$ cat src/rtl/mips_pkg.sv
// Shared datapath definitions: register address/data widths and the
// write-back queue entry layout.
package mips_pkg;

    localparam int ADDR_W = 6;
    localparam int DATA_W = 32;

    // One pending register-file write: destination register and value
    typedef struct packed {
        logic [ADDR_W-1:0] destino;
        logic [DATA_W-1:0] dado;
    } entrada_escrita_t;

endpackage

$ cat src/rtl/busca_pendente.sv
// Youngest-match search over the occupied slots of the write-back queue.
// Returns the data of the most recently queued entry whose destination
// equals the requested address.
module busca_pendente
    import mips_pkg::*;
#(
    parameter int DEPTH = 4,
    parameter int PTR_W = $clog2(DEPTH)
) (
    input  entrada_escrita_t  i_fila [DEPTH],
    input  logic [PTR_W-1:0]  i_cabeca,
    input  logic [PTR_W:0]    i_contagem,
    input  logic [ADDR_W-1:0] i_endereco,
    output logic              o_acerto,
    output logic [DATA_W-1:0] o_dado
);

    // Scan oldest to youngest so the last match kept is the youngest one
    always_comb begin
        o_acerto = 1'b0;
        o_dado   = '0;
        for (int unsigned i = 0; i < DEPTH; i++) begin
            if (((PTR_W+1)'(i) < i_contagem) &&
                (i_fila[PTR_W'(i_cabeca + PTR_W'(i))].destino == i_endereco)) begin
                o_acerto = 1'b1;
                o_dado   = i_fila[PTR_W'(i_cabeca + PTR_W'(i))].dado;
            end
        end
    end

endmodule

$ cat src/rtl/fila_escrita.sv
// Write-back queue in front of the register file. Buffers ALU and memory
// results in a circular FIFO and commits one entry per cycle.
// Optional pending-write lookup for bypassing: define FILA_ESCRITA_FWD_EN.
module fila_escrita #(
    parameter int DEPTH  = 4,
    parameter int ADDR_W = mips_pkg::ADDR_W,
    parameter int DATA_W = mips_pkg::DATA_W
) (
    input  logic                       clock,
    input  logic                       reset,
    input  logic                       mem_valido,
    input  logic [ADDR_W-1:0]          mem_reg,
    input  logic [DATA_W-1:0]          mem_dado,
    output logic                       mem_pronto,
    input  logic                       ula_valido,
    input  logic [ADDR_W-1:0]          ula_reg,
    input  logic [DATA_W-1:0]          ula_dado,
    output logic                       ula_pronto,
    output logic                       reg_write,
    output logic [ADDR_W-1:0]          reg_escrita,
    output logic [DATA_W-1:0]          escreve_dado,
    output logic                       vazia,
    output logic                       cheia,
    output logic [$clog2(DEPTH):0]     contagem
`ifdef FILA_ESCRITA_FWD_EN
    ,
    input  logic [ADDR_W-1:0]          fwd_reg1,
    input  logic [ADDR_W-1:0]          fwd_reg2,
    output logic                       fwd_hit1,
    output logic                       fwd_hit2,
    output logic [DATA_W-1:0]          fwd_dado1,
    output logic [DATA_W-1:0]          fwd_dado2
`endif
);

    import mips_pkg::*;

    localparam int PTR_W = $clog2(DEPTH);
    localparam int CNT_W = PTR_W + 1;

    entrada_escrita_t   r_fila [DEPTH];
    logic [PTR_W-1:0]   r_cabeca;
    logic [PTR_W-1:0]   r_cauda;
    logic [CNT_W-1:0]   r_contagem;

    logic               w_vazia;
    logic [CNT_W-1:0]   w_livre;
    logic               w_mem_push;
    logic               w_ula_push;
    logic               w_pop;
    logic [PTR_W-1:0]   w_idx_ula;

    assign w_vazia = (r_contagem == '0);
    assign w_pop   = !w_vazia;

    // The head always drains this cycle, so its slot counts as free
    assign w_livre = CNT_W'(DEPTH) - r_contagem + CNT_W'(w_pop);

    assign mem_pronto = (w_livre >= CNT_W'(1));
    assign w_mem_push = mem_valido && mem_pronto;
    assign ula_pronto = (w_livre >= (CNT_W'(1) + CNT_W'(w_mem_push)));
    assign w_ula_push = ula_valido && ula_pronto;

    // Memory result is older: it takes the tail slot, ALU goes right after
    assign w_idx_ula = w_mem_push ? PTR_W'(r_cauda + PTR_W'(1)) : r_cauda;

    // Pointer and occupancy bookkeeping
    always_ff @(posedge clock) begin
        if (reset) begin
            r_cabeca   <= '0;
            r_cauda    <= '0;
            r_contagem <= '0;
        end else begin
            r_cabeca   <= r_cabeca + PTR_W'(w_pop);
            r_cauda    <= r_cauda + PTR_W'(w_mem_push) + PTR_W'(w_ula_push);
            r_contagem <= r_contagem + CNT_W'(w_mem_push) + CNT_W'(w_ula_push)
                          - CNT_W'(w_pop);
        end
    end

    // Entry storage; contents are only meaningful inside the occupied window
    always_ff @(posedge clock) begin
        if (!reset) begin
            if (w_mem_push) begin
                r_fila[r_cauda] <= '{destino: mem_reg, dado: mem_dado};
            end
            if (w_ula_push) begin
                r_fila[w_idx_ula] <= '{destino: ula_reg, dado: ula_dado};
            end
        end
    end

    assign reg_write    = !w_vazia;
    assign reg_escrita  = w_vazia ? '0 : r_fila[r_cabeca].destino;
    assign escreve_dado = w_vazia ? '0 : r_fila[r_cabeca].dado;
    assign vazia        = w_vazia;
    assign cheia        = (r_contagem == CNT_W'(DEPTH));
    assign contagem     = r_contagem;

`ifdef FILA_ESCRITA_FWD_EN
    logic              w_acerto1;
    logic              w_acerto2;
    logic [DATA_W-1:0] w_dado1;
    logic [DATA_W-1:0] w_dado2;

    busca_pendente #(.DEPTH(DEPTH)) u_busca1 (
        .i_fila     (r_fila),
        .i_cabeca   (r_cabeca),
        .i_contagem (r_contagem),
        .i_endereco (fwd_reg1),
        .o_acerto   (w_acerto1),
        .o_dado     (w_dado1)
    );

    busca_pendente #(.DEPTH(DEPTH)) u_busca2 (
        .i_fila     (r_fila),
        .i_cabeca   (r_cabeca),
        .i_contagem (r_contagem),
        .i_endereco (fwd_reg2),
        .o_acerto   (w_acerto2),
        .o_dado     (w_dado2)
    );

    // Entries about to be discarded by reset must not be forwarded
    assign fwd_hit1  = w_acerto1 && !reset;
    assign fwd_hit2  = w_acerto2 && !reset;
    assign fwd_dado1 = reset ? '0 : w_dado1;
    assign fwd_dado2 = reset ? '0 : w_dado2;
`endif

endmodule
$ cat config.mk
export PLATFORM = sky130hd
export DESIGN_NAME = fila_escrita
export DESIGN_NICKNAME = d
export VERILOG_FILES = /design/src/rtl/mips_pkg.sv /design/src/rtl/busca_pendente.sv /design/src/rtl/fila_escrita.sv
export SDC_FILE = /design/constraint.sdc
export NUM_CORES = 1
export LEC_CHECK = 0
export BUFFER_PORTS_ARGS = -buffer_cell sky130_fd_sc_hd__buf_2
export CORE_UTILIZATION = 57
export DETAILED_ROUTE_END_ITERATION = 7
export PLACE_DENSITY = 0.79
export SYNTH_ARGS = -nofsm -noshare
export SYNTH_HDL_FRONTEND = slang
export SYNTH_SLANG_ARGS = --single-unit
$ cat constraint.sdc
create_clock -name clock -period 6.25 [get_ports clock]
set_input_delay 0.625 -clock clock [delete_from_list [all_inputs] [get_ports clock]]
set_output_delay 0.625 -clock clock [all_outputs]
set_load 0.02 [all_outputs]
==> flow_summary.json, run 1 <==
{
  "critPathTopFamily": "simple AND/OR/NAND/NOR gates",
  "cpMostUsedCell": "ha_1",
  "ff2ff_path_depth": 13,
  "critPathBufInv": 2,
  "die-height_um": 122,
  "worst-path-max-fanout": 39,
  "setup.worst_path.start_class": "register",
  "syn_nets": 567,
  "arrival_ns": 4.40,
  "final_hold_viol_count": 0,
  "ioPinCount": 126,
  "synth.most_common_cell": "edfxtp_1",
  "synth_area_leader_cell": "edfxtp_1",
  "rsz0062_at_grt": "no",
  "firstDrtPassIters": 4,
  "relSlewSlack_pct": 23.8,
  "layout-drive-gt1-share_pct": 59.6,
  "coreArea_sq_mm": 0.0139,
  "cp_cell_sequence": "nor3_2 > ha_1 > inv_1 > ha_1 > nand2b_1 > o21ai_4 > ha_1 > nand2b_1 > a211o_1 > and3b_1 > nand3_2 > buf_4 > nand2_2",
  "drt-total-wl_um": 17100,
  "yosys-top-cells-count": "edfxtp_1, mux2_2, nor2b_1, mux4_2, buf_2",
  "hold_depth": 2,
  "grtUsageTotal_pct": 24.4,
  "first_global_vias": 4664,
  "min_from": "reset",
  "remaining_drc_errors": 0,
  "synth_cell_types": 33,
  "clock_sinks": 159,
  "worst_pin_slew_ns": 1.14,
  "grt_antenna_before_repair": 4,
  "dpl.cell_count": 755,
  "crit_path_end_kind": "register",
  "totalNegativeSetupSlack_ns": 0,
  "min_path_type": "in -> reg",
  "reg2reg_from": "contagem[1]",
  "finalClockSkew_ns": 0.00487,
  "hold_buffers": 0,
  "clkTransAtPathRegs_ns": 0.06,
  "status": "finished clean",
  "ctsResizeCount": 0,
  "synth_top_flop_cell": "edfxtp_1",
  "fin_crit_ns": 4.49,
  "critPathRequiredTime_ns": 6.17,
  "port_buffers": 125,
  "routed_via_density": 5.90,
  "reg2reg_slack_ns": 1.76,
  "cts_buffers": 17,
  "postCtsSetupBuffers": 0,
  "htreeDepth": 4,
  "final-max-slew-violation-count": 0,
  "r2r-end": "r_fila[0][7]",
  "timing.final.crit_share_pct": 71.8,
  "synth_edf_count": 152,
  "drtIter0Drc": 263,
  "slowest_delay_ns": 0.79,
  "via_count": 4659,
  "synthArstFlopShare_pct": 0,
  "syn_area_sq_mm": 0.00817,
  "wl_per_cell_um": 21.7,
  "ys_seq_elements": 159,
  "timing.fmax_ghz": 0.223,
  "cts_tree": "yes",
  "grt_first_pass_wirelength_um": 25800,
  "avgSynthCellArea_sq_um": 17.2,
  "worstSetupPathType": "reg -> reg",
  "netlist_instances": 474,
  "syn2layout_area_growth_pct": 16.3,
  "p_per_area_mw_per_mm2": 473,
  "clk_latency_ns": 0.42,
  "die_area_sq_mm": 0.0148,
  "post-route-util_pct": 68.2,
  "critPathSlowestCell": "nand2_2",
  "drv_cap": 0,
  "grt_max_degree": 41,
  "nets": 687,
  "synth_warnings": 0,
  "globalplace.congestion": 0.805,
  "ir_drop_mv": 0.506,
  "p_leak_nw": 3.45,
  "min_delay_worst_endpoint": "r_cauda[1]",
  "fin_cells": 790,
  "rows": 43,
  "synthTopCellsByArea": "edfxtp_1, mux2_2, mux4_2",
  "synth_seq_area_share_pct": 57.6,
  "initial_core_util_pct": 58.6,
  "netlist.area_leader.share_pct": 55.9,
  "setup_violations": 0,
  "power.total_mw": 4.49,
  "clk_root_buffer_cell": "clkbuf_16",
  "ant_nets": 0,
  "overflow": 0,
  "dpl.hpwl_um": 9910,
  "cts_buffer_depth": 2,
  "die_x_um": 122
}
## cell type report
cell class                 instances  area (sq um)
clock inverter                     5          50.0
clock buffer                      27           533
sequential                       159          4710
fill                             948          4440
inverter                          10          37.5
tap                              180           225
timing repair buffer             130           663
multi-input combinational        276          3270
antenna                            3          7.51
## power breakdown
part	switching (mW)	total (mW)	internal (mW)	leakage, nW
registers	0.177	1.69	1.52	1.45
logic	0.986	1.79	0.802	1.70
clock network	0.388	1.01	0.620	0.293
## cells by family (layout without fill, tap and decap cells)
group / after synthesis / in the layout / synth area share [%]
AOI/OAI and AO/OA: 3 / 3 / 0.398
xor gates and xnor gates: 6 / 6 / 0.735
adders and majority gates: 13 / 13 / 2.27
buffers and inverters: 39 / 172 / 2.57
DFF: 159 / 159 / 57.6
muxes: 191 / 191 / 31.7
other: 0 / 3 / 0
and+or+nand+nor: 63 / 63 / 4.72
## flip-flops by register name, summed over array words and instances (netlist names)
register	cells
contagem	3
r_cauda	2
r_cabeca	2
r_fila	152
## worst max path at each step
stage / from / to / slack [ns] / cells past startpoint
after floorplan: contagem[1] / r_fila[2][0] / 1.46 / 15
final: contagem[1] / r_fila[0][7] / 1.76 / 13
after global placement: contagem[1] / r_fila[1][33] / 1.88 / 13
after CTS: contagem[1] / r_fila[1][0] / 1.75 / 13
after detailed placement: contagem[1] / r_fila[1][32] / 1.75 / 13
after global routing: contagem[1] / r_fila[1][0] / 1.50 / 13
## placed cells by master, fill, tap and decap left out, drive strengths merged, types with 3 or more instances in the layout
cell type / synthesis / layout
buf: 19 / 130
nor2b: 41 / 41
diode: 0 / 3
mux2: 152 / 152
nor2: 5 / 5
mux4: 38 / 38
inv: 10 / 10
dfxtp: 7 / 7
fa: 3 / 3
xnor2: 5 / 5
nand2: 6 / 6
clkinv: 0 / 4
ha: 10 / 10
edfxtp: 152 / 152
clkbuf: 10 / 27
## stage by stage
step | setup WS, ns | area, sq um | hold slack [ns]
after floorplan | 1.46 | 8170 | 0.562
after global placement | 1.88 | 8910 | 0.564
after detailed placement | 1.75 | 8910 | 0.586
after CTS | 1.75 | 9490 | 0.513
after global routing | 1.50 | 9500 | 0.523
final | 1.76 | 9500 | 0.530
## layer usage
metal,wire length (um),up-vias,global-route usage (%)
met3,1330,24,6.84
li1,-,2101,-
met5,13,-,0
met1,7340,2373,32.8
met2,8170,159,38.2
met4,271,2,9.03
Note: power is estimated with default switching activity, not from simulation.
==> run 2: changes to the inputs <==
==> constraint.sdc (replaced) <==
create_clock -name clock -period 4.3 [get_ports clock]
set_input_delay 0.43 -clock clock [delete_from_list [all_inputs] [get_ports clock]]
set_output_delay 0.43 -clock clock [all_outputs]
set_load 0.02 [all_outputs]
==> run 2 against run 1 <==
Die area unchanged. Cell area is 1.1% higher. Sequential cell count unchanged. Register-to-register slack worse by 1.3 ns. Combinational power increased by 54%. Global-route usage up 0.23 points. Clock power is 50% higher. Largest power group unchanged.
==> flow_summary.json, run 2 (synthesis results as in run 1) <==
{
  "final_cell_mix": "edfxtp_1, mux2_2, buf_2",
  "syn2layout_area_growth_pct": 17.6,
  "worst-path-max-fanout": 38,
  "clock_sinks": 159,
  "worstSetupPathType": "reg -> reg",
  "via_count": 4648,
  "nets": 700,
  "grt_first_pass_wirelength_um": 26200,
  "drt-total-wl_um": 17000,
  "largest_reg_flops": 152,
  "overflow": 0,
  "grt_antenna_before_repair": 2,
  "multi_input_area_sq_mm": 0.00327,
  "ctsResizeCount": 0,
  "globalplace.congestion": 0.816,
  "finalClockSkew_ns": 0.00953,
  "seqCellArea_sq_mm": 0.00471,
  "final_common_cell": "edfxtp_1",
  "wl_per_cell_um": 21.3,
  "firstDrtPassIters": 4,
  "final-max-slew-violation-count": 0,
  "max_flop_register": "r_fila",
  "final_hold_viol_count": 0,
  "ff2ff_path_depth": 13,
  "status": "finished clean",
  "die_area_sq_mm": 0.0148,
  "setup_violations": 0,
  "setup.worst_path.start_class": "register",
  "drv_cap": 0,
  "routed_via_density": 5.80,
  "min_path_type": "in -> reg",
  "fillers": 960,
  "ioPinCount": 126,
  "dpl.hpwl_um": 10300,
  "layout-drive-gt1-share_pct": 59.3,
  "totalNegativeSetupSlack_ns": 0,
  "hold_buffers": 0,
  "power.total_mw": 6.64,
  "fin_crit_ns": 3.82,
  "postCtsSetupBuffers": 0,
  "htreeDepth": 4,
  "die_x_um": 122,
  "clkTransAtPathRegs_ns": 0.06,
  "relSlewSlack_pct": 29.0,
  "cts_buffer_depth": 2,
  "cts_buffers": 17,
  "cts_tree": "yes",
  "remaining_drc_errors": 0,
  "first_global_vias": 4844,
  "grtUsageTotal_pct": 24.7,
  "ir_drop_mv": 0.606,
  "p_leak_nw": 3.50,
  "arrival_ns": 3.85,
  "hold_depth": 2,
  "coreArea_sq_mm": 0.0139,
  "die-height_um": 122,
  "rows": 43,
  "worst_pin_slew_ns": 1.07,
  "ant_nets": 0,
  "critPathRequiredTime_ns": 4.33,
  "crit_path_end_kind": "register",
  "p_per_area_mw_per_mm2": 691,
  "port_buffers": 125,
  "clk_root_buffer_cell": "clkbuf_16",
  "whs_ns": 0.330,
  "timing.fmax_ghz": 0.262,
  "timing.final.crit_share_pct": 88.7,
  "drtIter0Drc": 439,
  "rsz0062_at_grt": "no",
  "clk_latency_ns": 0.42,
  "initial_core_util_pct": 58.6,
  "grt_max_degree": 41
}
[run 2: worst max-delay path: stages (launching register included)]
cell and delay [ns]:
dfxtp_1 0.35, nor3_2 0.23, ha_1 0.19, inv_1 0.05
ha_1 0.30, nand2b_1 0.20, o21ai_4 0.30, ha_1 0.17
nand2b_1 0.11, a211o_1 0.15, and2_2 0.17, inv_2 0.06
nor4_4 0.27, a21o_2 0.84
[run 2: final cells by class]
type | instances | area share (%)
Inverter | 10 | 0.391
Clock inverter | 11 | 1.52
Multi-Input combinational cell | 276 | 34.1
Tap cell | 180 | 2.34
Timing Repair Buffer | 143 | 8.05
Sequential cell | 159 | 49.0
Clock buffer | 20 | 4.55
Antenna cell | 3 | 0.0782
[run 2: per-layer routing]
| metal | GRT usage, % | vias to the layer above | share of wire (%) |
|---|---|---|---|
| met3 | 5.95 | 14 | 7.6 |
| met4 | 9.10 | 0 | 1.1 |
| li1 | - | 2130 | - |
| met1 | 32.3 | 2341 | 42 |
| met2 | 40.1 | 163 | 50 |
| met5 | 0 | - | 0 |
[run 2: through the flow]
stage	cell area [sq um]	utilization, %	setup WS, ns	instances
floorplan	8180	-	0.0835	474
global placement	9010	64.7	0.673	768
detailed placement	9010	64.7	0.490	768
CTS	9600	68.9	0.459	799
global route	9600	68.9	0.227	799
finish	9610	68.9	0.485	802
[run 2: path summary, 6_finish.rpt]
check	end	from	slack, ns
worst max-delay path	r_fila[3][36]	contagem[1]	0.48
worst min-delay path	contagem[2]	reset	0.33
worst max register to register	r_fila[3][36]	contagem[1]	0.48
worst min register to register	contagem[2]	contagem[1]	0.58
[run 2: report_power, final]
group / total (mW) / internal, mW / switching, mW
clock: 1.51 / 0.953 / 0.556
sequential: 2.37 / 2.19 / 0.181
combinational: 2.76 / 1.24 / 1.52
==> run 3: changes to the inputs <==
--- a/config.mk
+++ b/config.mk
@@ -6,9 +6,10 @@
 export NUM_CORES = 1
 export LEC_CHECK = 0
 export BUFFER_PORTS_ARGS = -buffer_cell sky130_fd_sc_hd__buf_2
-export CORE_UTILIZATION = 57
+export CORE_UTILIZATION = 40
 export DETAILED_ROUTE_END_ITERATION = 7
-export PLACE_DENSITY = 0.79
+export PLACE_DENSITY = 0.59
+export REMOVE_ABC_BUFFERS = 1
 export SYNTH_ARGS = -nofsm -noshare
 export SYNTH_HDL_FRONTEND = slang
 export SYNTH_SLANG_ARGS = --single-unit
==> run 3 against run 2 <==
Utilization down 20 points. Fmax fell by 0.59%. First-iteration DRC count is 34% lower. Non-clock buffer count down 3. Combinational power barely moved. Critical path depth stayed put. Clock skew is 0.0032 ns lower. Worst hold slack lost 0.0037 ns. Via count decreased by 1.1%. Die area up 42%. Register-to-register slack worse by 0.02 ns. Sequential share of layout area is 0.50 points lower. Critical endpoint is now r_fila[2][10].
==> flow_summary.json, run 3 (synthesis results as in run 1) <==
{
  "status": "finished clean",
  "reg2reg_from": "contagem[1]",
  "drt-total-wl_um": 18800,
  "post-route-util_pct": 49.2,
  "port_buffers": 125,
  "rsz0062_at_grt": "no",
  "clock_power_share_pct": 21.5,
  "crit_path_end_kind": "register",
  "cts_buffer_depth": 2,
  "first_global_vias": 5031,
  "p_leak_nw": 3.49,
  "p_per_area_mw_per_mm2": 680,
  "critPathRequiredTime_ns": 4.47,
  "final-max-slew-violation-count": 0,
  "fin_crit_ns": 3.84,
  "remaining_drc_errors": 0,
  "switchingPower_mw": 2.41,
  "die_x_um": 145,
  "largest_reg_flops": 152,
  "initial_core_util_pct": 41.4,
  "syn2layout_area_growth_pct": 18.9,
  "power.total_mw": 6.60,
  "die_area_sq_mm": 0.0210,
  "grt_first_pass_wirelength_um": 28400,
  "wl_per_cell_um": 21.2,
  "timing.fmax_ghz": 0.261,
  "seqPwrFrac_pct": 36.6,
  "final_common_cell": "edfxtp_1",
  "grtUsageTotal_pct": 19.1,
  "rows": 51,
  "clk_latency_ns": 0.43,
  "htreeDepth": 4,
  "ioPinCount": 126,
  "via_count": 4598,
  "overflow": 0,
  "grt_antenna_before_repair": 3,
  "ant_nets": 0,
  "firstDrtPassIters": 4,
  "globalplace.congestion": 0.746,
  "postCtsSetupBuffers": 0,
  "max_flop_register": "r_fila",
  "clock_sinks": 159,
  "cts_tree": "yes",
  "min_path_type": "in -> reg",
  "clk_root_buffer_cell": "clkbuf_16",
  "hold_buffers": 0,
  "intPower_mw": 4.18,
  "pwr-share-comb_pct": 41.9,
  "relSlewSlack_pct": 40.8,
  "dpl.hpwl_um": 11500,
  "timing.final.crit_share_pct": 89.3,
  "setup.worst_path.start_class": "register",
  "ctsResizeCount": 0,
  "ir_drop_mv": 0.360,
  "clkTransAtPathRegs_ns": 0.07,
  "die-height_um": 145,
  "coreArea_sq_mm": 0.0197,
  "routed_via_density": 5.20,
  "cts_buffers": 17,
  "worstSetupPathType": "reg -> reg",
  "finalClockSkew_ns": 0.00637,
  "whs_ns": 0.327,
  "min_from": "reset",
  "worst_pin_slew_ns": 0.888,
  "grt_max_degree": 41,
  "nets": 697,
  "drv_cap": 0,
  "crit_path_start": "contagem[1]",
  "p_sw_share_pct": 36.6,
  "layout-drive-gt1-share_pct": 60.8,
  "setup_violations": 0,
  "final_cell_mix": "edfxtp_1, mux2_2, buf_2",
  "drtIter0Drc": 291,
  "final_hold_viol_count": 0,
  "arrival_ns": 4.01,
  "worst-path-max-fanout": 11
}
run 3: cell count changes in the layout (fill, tap and decap cells not counted), sizes merged:
| cell | change |
|---|---|
| buf | -3 |
| bufinv | -4 |
| clkbuf | -3 |
| clkinv | -1 |
| clkinvlp | +3 |
| diode | -1 |
| inv | +6 |
run 3: critical path, cell delays in order, from the launching register on:
cell and delay [ns]:
dfxtp_1 0.36, nor3_2 0.22, ha_1 0.17, inv_1 0.04, ha_1 0.29, nand2b_1 0.20
o21ai_4 0.30, ha_1 0.30, nand2b_1 0.15, a211o_1 0.31, and3b_1 0.21, nand3b_1 0.37
buf_4 0.31, mux2_2 0.35
run 3: area by class of cell:
class	count	area, sq um
antenna	2	5.00
clock buffer	17	425
clock inverter	15	129
fill	1670	10000
inverter	10	37.5
multi-input combinational	276	3270
sequential	159	4710
tap	265	332
timing repair buffer	140	801
run 3: through the flow:
stage	TNS (ns)	std cells	area [sq um]	setup slack [ns]
finish	0	884	9710	0.462
global route	0	883	9710	0.252
CTS	0	882	9710	0.451
detailed placement	0	850	9150	0.469
global placement	0	850	9150	0.616
floorplan	-871.36	445	8000	-3.37
run 3: power groups by stage:
stage / sequential (mW) / combinational [mW] / clock [mW]
after floorplan: 2.41 / 1.88 / 0
after global placement: 2.45 / 2.77 / 0
after detailed placement: 2.47 / 2.81 / 0
after CTS: 2.43 / 2.82 / 1.45
after global routing: 2.46 / 3.00 / 1.51
final: 2.41 / 2.77 / 1.42
run 3: metal layers:
layer	vias to the layer above	wire length, um	GRT usage [%]	share of wire (%)
li1	2130	-	-	-
met1	2344	8150	23.6	43
met3	20	956	5.23	5.1
met5	-	27	0	0.14
met2	100	9450	32.7	50
met4	4	176	5.21	0.94
run 3: worst paths after layout:
path / depth (start not counted) / slack (ns) / endpoint
min reg2reg: 2 / 0.61 / contagem[2]
max reg2reg: 13 / 0.46 / r_fila[2][10]
min: 2 / 0.33 / r_cabeca[1]
max: 13 / 0.46 / r_fila[2][10]
